===== src/rtl/adder_result_collector_if.sv =====
// Handshake and statistics bundle between the adder, the result collector and its consumer.
// The master modport is the producer/consumer side; the collector takes the slave modport.
interface adder_result_collector_if #(
  parameter int unsigned DATA_W = 8,
  parameter int unsigned DEPTH  = 4,
  parameter int unsigned ACC_W  = 16
);
  localparam int unsigned LVL_W = $clog2(DEPTH + 1);

  logic              in_valid;
  logic              in_ready;
  logic [DATA_W-1:0] in_sum;
  logic              in_carry;
  logic              out_valid;
  logic              out_ready;
  logic [DATA_W:0]   out_data;
  logic [LVL_W-1:0]  level;
  logic              acc_clr;
  logic [ACC_W-1:0]  acc_value;
  logic              acc_sat;
  logic [7:0]        result_cnt;

  modport master (
    output in_valid, in_sum, in_carry, out_ready, acc_clr,
    input  in_ready, out_valid, out_data, level, acc_value, acc_sat, result_cnt
  );

  modport slave (
    input  in_valid, in_sum, in_carry, out_ready, acc_clr,
    output in_ready, out_valid, out_data, level, acc_value, acc_sat, result_cnt
  );
endinterface


===== src/rtl/adder_result_collector.sv =====
// Buffers adder {carry, sum} results in a small FIFO with valid/ready on both sides and keeps
// a saturating running total plus a wrapping count of every accepted result.
module adder_result_collector #(
  parameter int unsigned DATA_W = 8,
  parameter int unsigned DEPTH  = 4,
  parameter int unsigned ACC_W  = 16
) (
  input logic                     clk,
  input logic                     rst,
  adder_result_collector_if.slave io_bus
);
  localparam int unsigned LVL_W = $clog2(DEPTH + 1);
  localparam int unsigned PTR_W = $clog2(DEPTH);
  localparam int unsigned ENT_W = DATA_W + 1;

  logic [ENT_W-1:0] r_mem [DEPTH];
  logic [PTR_W-1:0] r_wr_ptr;
  logic [PTR_W-1:0] r_rd_ptr;
  logic [LVL_W-1:0] r_level;
  logic             r_in_ready;
  logic             r_out_valid;
  logic [ACC_W-1:0] r_acc;
  logic             r_sat;
  logic [7:0]       r_cnt;

  logic             w_push;
  logic             w_pop;
  logic [ENT_W-1:0] w_in_data;
  logic [LVL_W-1:0] w_level_next;
  logic [ACC_W-1:0] w_acc_base;
  logic             w_sat_base;
  logic [7:0]       w_cnt_base;
  logic [ACC_W:0]   w_acc_sum;

  assign w_push    = io_bus.in_valid && r_in_ready;
  assign w_pop     = r_out_valid && io_bus.out_ready;
  assign w_in_data = {io_bus.in_carry, io_bus.in_sum};

  always_comb begin
    w_level_next = r_level;
    if (w_push && !w_pop) begin
      w_level_next = r_level + LVL_W'(1);
    end else if (!w_push && w_pop) begin
      w_level_next = r_level - LVL_W'(1);
    end
  end

  // A clear in the same cycle as an accept zeroes the base before the new result is added.
  assign w_acc_base = io_bus.acc_clr ? '0 : r_acc;
  assign w_sat_base = io_bus.acc_clr ? 1'b0 : r_sat;
  assign w_cnt_base = io_bus.acc_clr ? 8'd0 : r_cnt;
  assign w_acc_sum  = {1'b0, w_acc_base} + (ACC_W + 1)'(w_in_data);

  always_ff @(posedge clk or posedge rst) begin
    if (rst) begin
      r_wr_ptr    <= '0;
      r_rd_ptr    <= '0;
      r_level     <= '0;
      r_in_ready  <= 1'b0;
      r_out_valid <= 1'b0;
    end else begin
      if (w_push) begin
        r_wr_ptr <= r_wr_ptr + PTR_W'(1);
      end
      if (w_pop) begin
        r_rd_ptr <= r_rd_ptr + PTR_W'(1);
      end
      r_level     <= w_level_next;
      r_in_ready  <= (w_level_next < LVL_W'(DEPTH));
      r_out_valid <= (w_level_next != '0);
    end
  end

  // Storage needs no reset: stale entries are never visible because out_data is gated by valid.
  always_ff @(posedge clk) begin
    if (w_push) begin
      r_mem[r_wr_ptr] <= w_in_data;
    end
  end

  always_ff @(posedge clk or posedge rst) begin
    if (rst) begin
      r_acc <= '0;
      r_sat <= 1'b0;
      r_cnt <= 8'd0;
    end else if (w_push) begin
      r_acc <= w_acc_sum[ACC_W] ? '1 : w_acc_sum[ACC_W-1:0];
      r_sat <= w_sat_base | w_acc_sum[ACC_W];
      r_cnt <= w_cnt_base + 8'd1;
    end else if (io_bus.acc_clr) begin
      r_acc <= '0;
      r_sat <= 1'b0;
      r_cnt <= 8'd0;
    end
  end

  assign io_bus.in_ready   = r_in_ready;
  assign io_bus.out_valid  = r_out_valid;
  assign io_bus.out_data   = r_out_valid ? r_mem[r_rd_ptr] : '0;
  assign io_bus.level      = r_level;
  assign io_bus.acc_value  = r_acc;
  assign io_bus.acc_sat    = r_sat;
  assign io_bus.result_cnt = r_cnt;
endmodule

===== src/flat_wrapper.sv =====
// flat-port wrapper written by rule: the top's interface ports become plain ports
module adder_result_collector_flat 
#(
  parameter int unsigned DATA_W = 8,
  parameter int unsigned DEPTH  = 4,
  parameter int unsigned ACC_W  = 16
)
  (clk, rst, io_bus_in_valid, io_bus_in_sum, io_bus_in_carry, io_bus_out_ready, io_bus_acc_clr, io_bus_in_ready, io_bus_out_valid, io_bus_out_data, io_bus_level, io_bus_acc_value, io_bus_acc_sat, io_bus_result_cnt);
  adder_result_collector_if #(.DATA_W(DATA_W), .DEPTH(DEPTH), .ACC_W(ACC_W)) io_bus_i ();
  input logic clk;
  input logic rst;
  input wire logic [$bits(io_bus_i.in_valid)-1:0] io_bus_in_valid;
  input wire logic [$bits(io_bus_i.in_sum)-1:0] io_bus_in_sum;
  input wire logic [$bits(io_bus_i.in_carry)-1:0] io_bus_in_carry;
  input wire logic [$bits(io_bus_i.out_ready)-1:0] io_bus_out_ready;
  input wire logic [$bits(io_bus_i.acc_clr)-1:0] io_bus_acc_clr;
  output wire logic [$bits(io_bus_i.in_ready)-1:0] io_bus_in_ready;
  output wire logic [$bits(io_bus_i.out_valid)-1:0] io_bus_out_valid;
  output wire logic [$bits(io_bus_i.out_data)-1:0] io_bus_out_data;
  output wire logic [$bits(io_bus_i.level)-1:0] io_bus_level;
  output wire logic [$bits(io_bus_i.acc_value)-1:0] io_bus_acc_value;
  output wire logic [$bits(io_bus_i.acc_sat)-1:0] io_bus_acc_sat;
  output wire logic [$bits(io_bus_i.result_cnt)-1:0] io_bus_result_cnt;
  assign io_bus_i.in_valid = io_bus_in_valid;
  assign io_bus_i.in_sum = io_bus_in_sum;
  assign io_bus_i.in_carry = io_bus_in_carry;
  assign io_bus_i.out_ready = io_bus_out_ready;
  assign io_bus_i.acc_clr = io_bus_acc_clr;
  assign io_bus_in_ready = io_bus_i.in_ready;
  assign io_bus_out_valid = io_bus_i.out_valid;
  assign io_bus_out_data = io_bus_i.out_data;
  assign io_bus_level = io_bus_i.level;
  assign io_bus_acc_value = io_bus_i.acc_value;
  assign io_bus_acc_sat = io_bus_i.acc_sat;
  assign io_bus_result_cnt = io_bus_i.result_cnt;
  adder_result_collector #(.DATA_W(DATA_W), .DEPTH(DEPTH), .ACC_W(ACC_W)) u_core (.clk(clk), .rst(rst), .io_bus(io_bus_i));
endmodule

===== config.mk =====
export PLATFORM = sky130hd
export DESIGN_NAME = adder_result_collector_flat
export DESIGN_NICKNAME = d
export VERILOG_FILES = /design/src/rtl/adder_result_collector_if.sv /design/src/rtl/adder_result_collector.sv /design/src/flat_wrapper.sv
export SDC_FILE = /design/constraint.sdc
export NUM_CORES = 1
export LEC_CHECK = 0
export CAP_MARGIN = 20
export CORE_MARGIN = 4
export CORE_UTILIZATION = 55
export DETAILED_ROUTE_END_ITERATION = 10
export GPL_ROUTABILITY_DRIVEN = 0
export PLACE_DENSITY = 0.9
export SLEW_MARGIN = 15
export SYNTH_ARGS = -nofsm -noshare
export SYNTH_HDL_FRONTEND = slang
export SYNTH_SLANG_ARGS = --single-unit

===== constraint.sdc =====
create_clock -name clk -period 7.2 [get_ports clk]
set_input_delay 1.08 -clock clk [delete_from_list [all_inputs] [get_ports clk]]
set_output_delay 1.08 -clock clk [all_outputs]
set_load 0.05 [all_outputs]

Word-level counts from Yosys, hierarchy flattened
Memories as Yosys holds them, arrays and structs flattened.
Index checks and enable logic that the tools add are counted.

word-level totals
  register bits = 34
  RAM bits = 36
  input port bits = 14
  output and inout port bits = 39
  word-level logic and storage cells = 36
  memories kept = 1

memory list
  memory        depth  width  rd ports  clocked after memory_dff  write ports  line                          RTL
  u_core.r_mem  4      9      1         0                         1            adder_result_collector.sv:16  logic [ENT_W-1:0] r_mem [DEPTH];

operators by class
  $add $sub $neg = 6
  order comparisons = 1
  mux-type cells = 12
  bitwise gates (word level) = 1
  reduce and logical (&&, ||, !) cells = 7

operator list
  cell                 number
  $mux 16              3
  $add 16x9->17        1
  $mux 8               2
  $mux 9               1
  $add 8x1->8 const B  1
  $mux 3               2
  $add 2x1->2 const B  2
  $logic_and 1x1->1    4
  $mux 1               4
  $add 3x1->3 const B  1
  $lt 3x3->1 const B   1
  $reduce_bool 3->1    1
  $sub 3x1->3 const B  1
  $logic_not 1->1      2
  $or 1x1->1           1

Logic depth before layout (Yosys ltp)
  depth after elaboration = 6
  depth in mapped cells = 11
  gate-level depth less buffers = 8

Worst setup path after synthesis
Ideal clock, no wire load.

  kind = input -> register
  start = in io_bus_acc_clr
  end = reg u_core.r_acc[4] (netlist: u_core.io_bus.acc_value[4])
  arrival = 3252 ps
  data required time = 7070 ps
  slack = 3817 ps
  stages on the path = 11
  path buffers = 3
  cells stage by stage = buf_6 > clkbuf_1 > nor2b_1 > ha_1 > fa_1 > a21o_2 > a221o_1 > a22o_2 > nand2_4 > buf_6 > o211ai_1

between the ends
  word-level cells in the longest chain between the ends = 4

RTL lines
  element               line                          RTL
  start, declared       flat_wrapper.sv:16            input wire logic [$bits(io_bus_i.acc_clr)-1:0] io_bus_acc_clr;
  $mux 16 *             adder_result_collector.sv:49  assign w_acc_base = io_bus.acc_clr ? '0 : r_acc;
  $add 16x9->17         adder_result_collector.sv:52  assign w_acc_sum = {1'b0, w_acc_base} + (ACC_W + 1)'(w_in_data);
  $mux 16               adder_result_collector.sv:87  r_acc <= w_acc_sum[ACC_W] ? '1 : w_acc_sum[ACC_W-1:0];
  $mux 16 *             adder_result_collector.sv:86  end else if (w_push) begin
  end signal, assigned  adder_result_collector.sv:87
  end, declared         adder_result_collector.sv:22  logic [ACC_W-1:0] r_acc;

Every way passes the cells marked *; elsewhere a longest branch is shown, timed or not.
A chain may end at the register's enable or synchronous reset.

Final worst setup path
  start = in io_bus_acc_clr
  end = reg u_core.r_acc[10] (netlist: u_core.io_bus.acc_value[10])

The elaborated chain is that of the path after synthesis.

==> summary.txt <==
status - finished clean
hpwl dp - 5.06 mm
Syn Inst Count - 285
TritonCTS clock tree - built
Max Cap Viol - 0
CP Capture Point - u_core.io_bus.acc_value[10]
Starting Density - 0.562
ys async rst share - 0.486
Pwr Total - 0.00168 W
wire length per cell - 17.2 um
crit path capture type - register
initial antenna violation count - 0
GRT Overall Usage - 0.201
fmax - 0.242 GHz
htree depth - 3
CP required - 7380 ps
top cell type's share of synthesized area - 0.304
final setup violation count - 0
Pwr per Cell Area - 390 nW/um^2
Avg Cell Area, Syn - 12.5 um^2
quantity of gates resized following cts - 0
Synth area leaders - edfxtp_1 (30%), dfrtp_1 (24%), mux4_2 (5.7%)
die height - 88.4 um
Clock Latency Late Sink - 340 ps
Final Hold Viols - 0
reg-to-reg startpoint - u_core.io_bus.acc_value[0]
Congestion Overflow GR - 0
Final Skew - 9.70 ps
Hold Path Class - register to register
worst slew pin tran - 1030 ps
wire length on met1 - 3.19 mm
Die W - 88.4 um
syn_nets - 316
Post-synth EDFFs - 36
Finished Layout Cells - 418
Distinct cells, synth - 48
die area - 7810 um^2
residual DRC count - 0
crit share post-route - 0.574
mapped cell area - 3550 um^2
Critical Path Source Type - input pin
Lkg Pwr - 1.74 nW
vias in the first global route - 2,477
Area Overhead vs Synth - 21.1%
Detail Route Antenna Nets - 0
share of layout cells above drive strength 1 - 0.111
routed via count - 2,406
Critical Path AT - 4310 ps
VDD IR-drop max - 322 uV
hold depth - 1
largest area contributor in the netlist - edfxtp_1
Synth warnings - 0
# port buffers - 52
Top Metal Used - met4
most used flip-flop cell after synthesis - edfxtp_1
Vias per Instance - 5.76
TritonCTS Sinks - 70
fill count - 460
r2r endpoint - u_core.io_bus.acc_value[10]
worst hold margin - 470 ps
sequential-to-total area share from yosys stat - 0.544
met3 WL - 346 um
min Tclk post-route - 4130 ps
first-pass GRT wire length - 11.8 mm
clock-pin transition on the worst setup and hold timing paths - 80 ps
DRT Wirelength - 7.19 mm
Antenna Cells - 0
Reg2Reg Depth - 8
placed cell count - 402
r2r setup slk - 4540 ps
Worst Path Max Fanout - 29
DR pass1 iterations - 4
clk buf depth - 2
CP startpoint - io_bus_acc_clr
Rel. slew slack - 0.311
Setup Slack @ Placement - 2720 ps
Inserted Clock Buffers - 9
Synth top cells by count - edfxtp_1 (36), dfrtp_1 (34), nand2_1 (22)
post-CTS setup buffer count - 0
metal2 WL - 3.57 mm
largest net degree at the start of global routing - 35
Core Area - 6310 um^2
row cnt - 29
Final WS setup - 3070 ps
nets - 367
most frequent cell after synthesis - edfxtp_1
DR iter-0 viols - 167
unrepaired setup endpoints after global routing - false
crit path kind - input pin to register
root buf cell - clkbuf_8
flop and latch count out of synthesis - 70
Slew Viols, Final - 0
# hold bufs at CTS - 0
Setup TNS - 0 ps
IO Count - 53
-- cells by family after synthesis --
| group | synth area share |
|---|---|
| AOI/OAI and AO/OA | 0.0966 |
| muxes | 0.0631 |
| buffers and inverters | 0.0366 |
| DFF | 0.544 |
| adders and majority gates | 0.0620 |
| and+or+nand+nor | 0.151 |
| xor gates and xnor gates | 0.0469 |
-- through the flow --
step,util,area (um^2)
2_1_floorplan,-,3550
3_3_place_gp,0.647,4080
3_5_place_dp,0.647,4080
4_1_cts,0.681,4300
5_1_grt,0.681,4300
6_report,0.681,4300
-- worst min-delay path by stage --
stage                                            from                          end  slack (ps)
after global placement    u_core.io_bus.acc_value[15]  u_core.io_bus.acc_value[15]         460
after global routing      u_core.io_bus.acc_value[15]  u_core.io_bus.acc_value[15]         510
after floorplan                    u_core.r_wr_ptr[1]           u_core.r_wr_ptr[1]         580
after CTS                 u_core.io_bus.acc_value[15]  u_core.io_bus.acc_value[15]         470
final                     u_core.io_bus.acc_value[15]  u_core.io_bus.acc_value[15]         470
after detailed placement  u_core.io_bus.acc_value[15]  u_core.io_bus.acc_value[15]         460
-- area by class of cell --
cell class,instances,area (um^2),area share
clock inverters,5,53.8,0.0125
flip-flops and latches,70,1930,0.449
multi-input cells,192,1490,0.346
inverters,10,37.5,0.00873
repair buffers,53,528,0.123
well taps,77,96.3,0.0224
clock buffers,11,163,0.0378
-- sequential cells by signal, summed over array words and instances, names as in the netlist --
signal	count
u_core.io_bus.level	3
u_core.r_wr_ptr	2
u_core.io_bus.acc_sat	1
u_core.io_bus.in_ready	1
u_core.io_bus.out_valid	1
u_core.r_rd_ptr	2
u_core.io_bus.result_cnt	8
u_core.r_mem	36
u_core.io_bus.acc_value	16
-- worst max-delay path: stages --
cell and delay, ps:
clkdlybuf4s50_1 1150, nor2b_1 150, ha_1 270, fa_1 420, a21o_2 240, a221o_1 340
a22o_2 310, nand2_4 170, o311ai_0 160
-- where the power goes --
group	total, W	leakage [nW]	internal, W	switching, W
combinational	0.000760	0.852	0.000296	0.000465
clock	0.000334	0.115	0.000190	0.000145
sequential	0.000582	0.771	0.000505	0.0000774
total	0.00168	1.74	0.000991	0.000687
-- metal layers --
metal  global-route usage  up-vias
li1                     -     1153
met1                0.255     1177
met2                0.341       68
met3               0.0447        8
met4               0.0742        0
met5                    0        -
-- cell usage in the layout (no fill, tap or decap), types with 10 or more instances in the layout --
cell	instances
edfxtp_1	36
and2_1	11
nand3_1	15
inv_1	10
clkdlybuf4s50_1	52
nand2_1	22
clkbuf_8	10
dfrtp_1	34
ha_1	16
xnor2_1	12
nor2b_1	14
Power figures use the tool's default switching activity.
==> variant 1, RTL diff (same settings) <==
`DEPTH` is set to 4 in 3 places; all go to 2.
--- a/src/rtl/adder_result_collector_if.sv
+++ b/src/rtl/adder_result_collector_if.sv
@@ -3,5 +3,5 @@
 interface adder_result_collector_if #(
   parameter int unsigned DATA_W = 8,
-  parameter int unsigned DEPTH  = 4,
+  parameter int unsigned DEPTH  = 2,
   parameter int unsigned ACC_W  = 16
 );
--- a/src/rtl/adder_result_collector.sv
+++ b/src/rtl/adder_result_collector.sv
@@ -3,5 +3,5 @@
 module adder_result_collector #(
   parameter int unsigned DATA_W = 8,
-  parameter int unsigned DEPTH  = 4,
+  parameter int unsigned DEPTH  = 2,
   parameter int unsigned ACC_W  = 16
 ) (
--- a/src/flat_wrapper.sv
+++ b/src/flat_wrapper.sv
@@ -3,5 +3,5 @@
 #(
   parameter int unsigned DATA_W = 8,
-  parameter int unsigned DEPTH  = 4,
+  parameter int unsigned DEPTH  = 2,
   parameter int unsigned ACC_W  = 16
 )
Interface: changed (resized io_bus_level); port bits go from 53 to 52. No check against the original RTL was run, so the function may have changed too.
==> variant 1 against the original RTL <==
- global-route usage fell by 0.12 points
- wire length fell by 19%
- non-clock buffer count rose by 1
- setup slack improved by 530 ps
- synthesized area fell by 24%
- core utilization rose by 3.3 points
- cell area fell by 21%
- sequential cell count fell by 21
- clock power fell by 50%
- largest cell class is now multi-input combinational cells
- power fell by 26%
==> variant 1: results (changes against the original RTL) <==
- The delay of the slowest cell on the worst path is 450 ps (-700 ps).
- The number of enable flip-flop cells after synthesis came to 18 (-50%).
- The post-synthesis cell type count is 47 (-2.1%).
- The DRC marker count from the first detailed-route iteration came to 113 (-32%).
- The detailed-route via count is 2136 (-11%).
- The HPWL after detailed placement came to 4.16 mm (-18%).
- The synthesized area divided by synthesized cell count is 10.5 um^2 (-16%).
- The largest fanout on the critical path is 27 (-6.9%).
- The share of flip-flops with an asynchronous set or reset is 0.633 (+0.147).
- The fraction of final layout cells sized beyond drive strength 1 is 0.0579 (-0.0536).
- The worst hold path terminates at u_core.r_wr_ptr.
- The run finished with clean final reports.
- The placed cell count was 369 (-8.2%).
- The register-to-register setup slack came to 4710 ps (+170 ps).
- The final net count is 335 (-8.7%).
- The clock buffer count from CTS is 5 (-4).
- The synthesized netlist net count is 283 (-10%).
- The wire length of the first global-routing pass came to 9.79 mm (-17%).
- The final hold slack is 511 ps (+41.1 ps).
- The count of input and output buffers is 51 (-1.9%).
- The relative slew slack was 0.478 (+0.167).
- Yosys attributes the largest share of cell area to dfrtp_1 (29%), edfxtp_1 (20%), nor2b_1 (5.5%).
- The largest net degree at the start of global routing is 34 (-2.9%).
- The data arrival at the endpoint of the critical path is 3770 ps (-540 ps).
- The final wirelength is 5.80 mm (-19%).
- The number of flip-flops in the largest register is 18 (-50%).
- The peak supply drop is 0.146 mV (-55%).
-- variant 1: cell count changes after synthesis, moves of 6 or more --
| cell | before | now |
|---|---|---|
| o211ai_1 | 8 | 2 |
| nor2_1 | 9 | 19 |
| mux4_2 | 9 | 0 |
| nor2b_1 | 14 | 24 |
| mux2i_1 | 1 | 12 |
| a31oi_1 | 2 | 9 |
| edfxtp_1 | 36 | 18 |
| ha_1 | 16 | 10 |
| and2_1 | 11 | 5 |
-- variant 1: worst max-delay path by stage --
stage | start | end | cells past startpoint
2_1_floorplan | io_bus_acc_clr | u_core.io_bus.acc_value[10] | 9
3_3_place_gp | io_bus_acc_clr | u_core.io_bus.acc_value[2] | 10
3_5_place_dp | io_bus_acc_clr | u_core.io_bus.acc_value[7] | 10
4_1_cts | io_bus_acc_clr | u_core.io_bus.acc_value[4] | 10
5_1_grt | io_bus_acc_clr | u_core.io_bus.acc_value[7] | 10
6_report | io_bus_acc_clr | u_core.io_bus.acc_value[4] | 10
-- variant 1: metrics by stage --
stage / cell area, um^2 / util
after floorplan: 2720 / -
after global placement: 3280 / 0.690
after detailed placement: 3280 / 0.690
after CTS: 3380 / 0.711
after global routing: 3390 / 0.714
final: 3390 / 0.714
-- variant 1: power by group through the flow --
stage,combinational [mW],sequential (mW),clock [mW]
6_report,0.662,0.411,0.168
5_1_grt,0.705,0.422,0.182
4_1_cts,0.659,0.413,0.171
3_5_place_dp,0.656,0.418,0
3_3_place_gp,0.642,0.416,0
2_1_floorplan,0.354,0.529,0
-- variant 1: final cells by class --
type,instances,share of cell area
clock buffer,6,0.0243
clock inverter,2,0.00406
inverter,7,0.00774
multi-input combinational,193,0.392
sequential,49,0.388
tap,67,0.0247
timing repair buffer,54,0.159
-- variant 1: cell families after synthesis --
group | Yosys count | share of synthesized area
xor+xnor | 16 | 0.0516
simple gates | 103 | 0.201
buf+inv | 16 | 0.0253
compound gates | 51 | 0.139
fa+ha+maj | 11 | 0.0535
flops | 49 | 0.485
mux | 12 | 0.0442
-- variant 1: routing by layer --
layer / global-route usage / up-vias / wire [um]
met1: 0.261 / 1029 / 2580
met5: 0 / - / 0
li1: - / 1036 / -
met4: 0.0699 / 0 / 70
met2: 0.336 / 65 / 2840
met3: 0.0378 / 6 / 313
-- variant 1: worst max-delay path: cells and delay by family --
family | cells | cell delay (ps)
AO/OA/AOI/OAI | 4 | 900
buffers and inverters | 2 | 730
adder cells (fa/ha/maj) | 2 | 650
AND/OR/NAND/NOR | 2 | 380
==> variant 2, RTL diff (same flow settings) <==
Without the edit above. Reset style: synchronous (`rst`), changed in 2 clocked blocks.
--- a/src/rtl/adder_result_collector.sv
+++ b/src/rtl/adder_result_collector.sv
@@ -52,5 +52,5 @@
   assign w_acc_sum  = {1'b0, w_acc_base} + (ACC_W + 1)'(w_in_data);
 
-  always_ff @(posedge clk or posedge rst) begin
+  always_ff @(posedge clk) begin
     if (rst) begin
       r_wr_ptr    <= '0;
@@ -79,5 +79,5 @@
   end
 
-  always_ff @(posedge clk or posedge rst) begin
+  always_ff @(posedge clk) begin
     if (rst) begin
       r_acc <= '0;
Formal check against the unedited RTL: differs if rst is asserted again (counterexample within 4 cycles, from zero or initial values and one cycle with rst high); with rst held inactive, the same outputs for 10 cycles.
==> variant 2 against the original RTL <==
- count of clock-buffer cells in the layout shrank 1
- sequential share of layout area shrank 2.0 points
- cell area shrank 2.5%
- wire length grew 0.38%
- power shrank 28%
- sequential cell count grew 2
- synthesized area shrank 3.3%
- largest cell class unchanged
- setup slack gained 42 ps
- final cell count grew 2.6%
- global-route usage grew 0.75 points
- critical path depth is the same
==> variant 2: results (changes against the original RTL) <==
- The peak supply drop is 0.177 mV (-45%).
- The post-route clock skew is 7.71 ps (-1.99 ps).
- The DRC marker count from the first detailed-route iteration is 144 (-14%).
- The static leakage is 1.52 nW (-13%).
- The placed cell count is 413 (+2.7%).
- The startpoint identified for the worst hold timing path is u_core.io_bus.acc_sat.
- The fill cell total of the finished layout is 436 (-5.2%).
- The post-synthesis mux area share was 0.0620 (-0.00112).
- The worst min-delay path endpoint is u_core.io_bus.acc_sat.
- Broken down by cell family, the worst path's largest delay share belongs to compound AO/OA/AOI/OAI gates.
- The final hold slack is 475 ps (+4.65 ps).
- The relative slew slack came to 0.441 (+0.129).
- The fraction of final layout cells sized beyond drive strength 1 is 0.0819 (-0.0295).
- The synthesized netlist net count is 330 (+4.4%).
- The flow ran to the end, and the final reports show no timing, DRC or antenna violations.
- The share of the synthesized area in compound gates (AO/OA/AOI/OAI) was 0.107 (+0.0102).
- The register-to-register setup slack is 4550 ps (about the same).
- The part of the Yosys area used for sequential elements came to 0.525 (-0.0193).
- The global-route track usage on met2 is 0.335 (-0.00655).
- The share of flip-flops with an asynchronous set or reset is 0 (-0.486).
- The synthesized instance count came to 299 (+4.9%).
- The met1 global-route usage is 0.281 (+0.0262).
- The instance area after placement is 4000 um^2 (-2.1%).
- The via count of the first global-routing pass is 2467 (-0.40%).
- The total length of routed met2 wires is 3.42 mm (-4.0%).
- The met3 usage came to 0.0520 (+0.00734).
- The final wirelength is 7.22 mm (+0.38%).
- The routed wire length on met3 was 443 um (+28%).
==> variant 2: kinds of logic (layout without fill, tap and decap cells) <==
family	count (synthesis)	in the layout
multiplexers	10	10
AO/OA/AOI/OAI	52	52
adder cells (fa/ha/maj)	17	17
buffers and inverters	20	75
XOR/XNOR	18	18
flip-flops	72	72
AND/OR/NAND/NOR	110	110
==> variant 2: area by class of cell <==
cell class,count,area share
sequential,72,0.430
multi-input combinational,207,0.369
timing repair buffer,54,0.128
clock buffer,10,0.0304
tap,75,0.0224
clock inverter,6,0.0167
inverter,5,0.00448
==> variant 2: power groups by stage <==
stage                     registers (mW)  logic, mW  clock network, mW
after floorplan                    0.560      0.234                  0
after global placement             0.515      0.389                  0
after detailed placement           0.518      0.394                  0
after CTS                          0.509      0.397              0.317
after global routing               0.515      0.422              0.341
final                              0.507      0.394              0.312
==> variant 2: worst min-delay path, cell delays in order (launching register included) <==
cell	delay, ps
dfxtp_1	320
nand2_1	60
a21oi_1	50
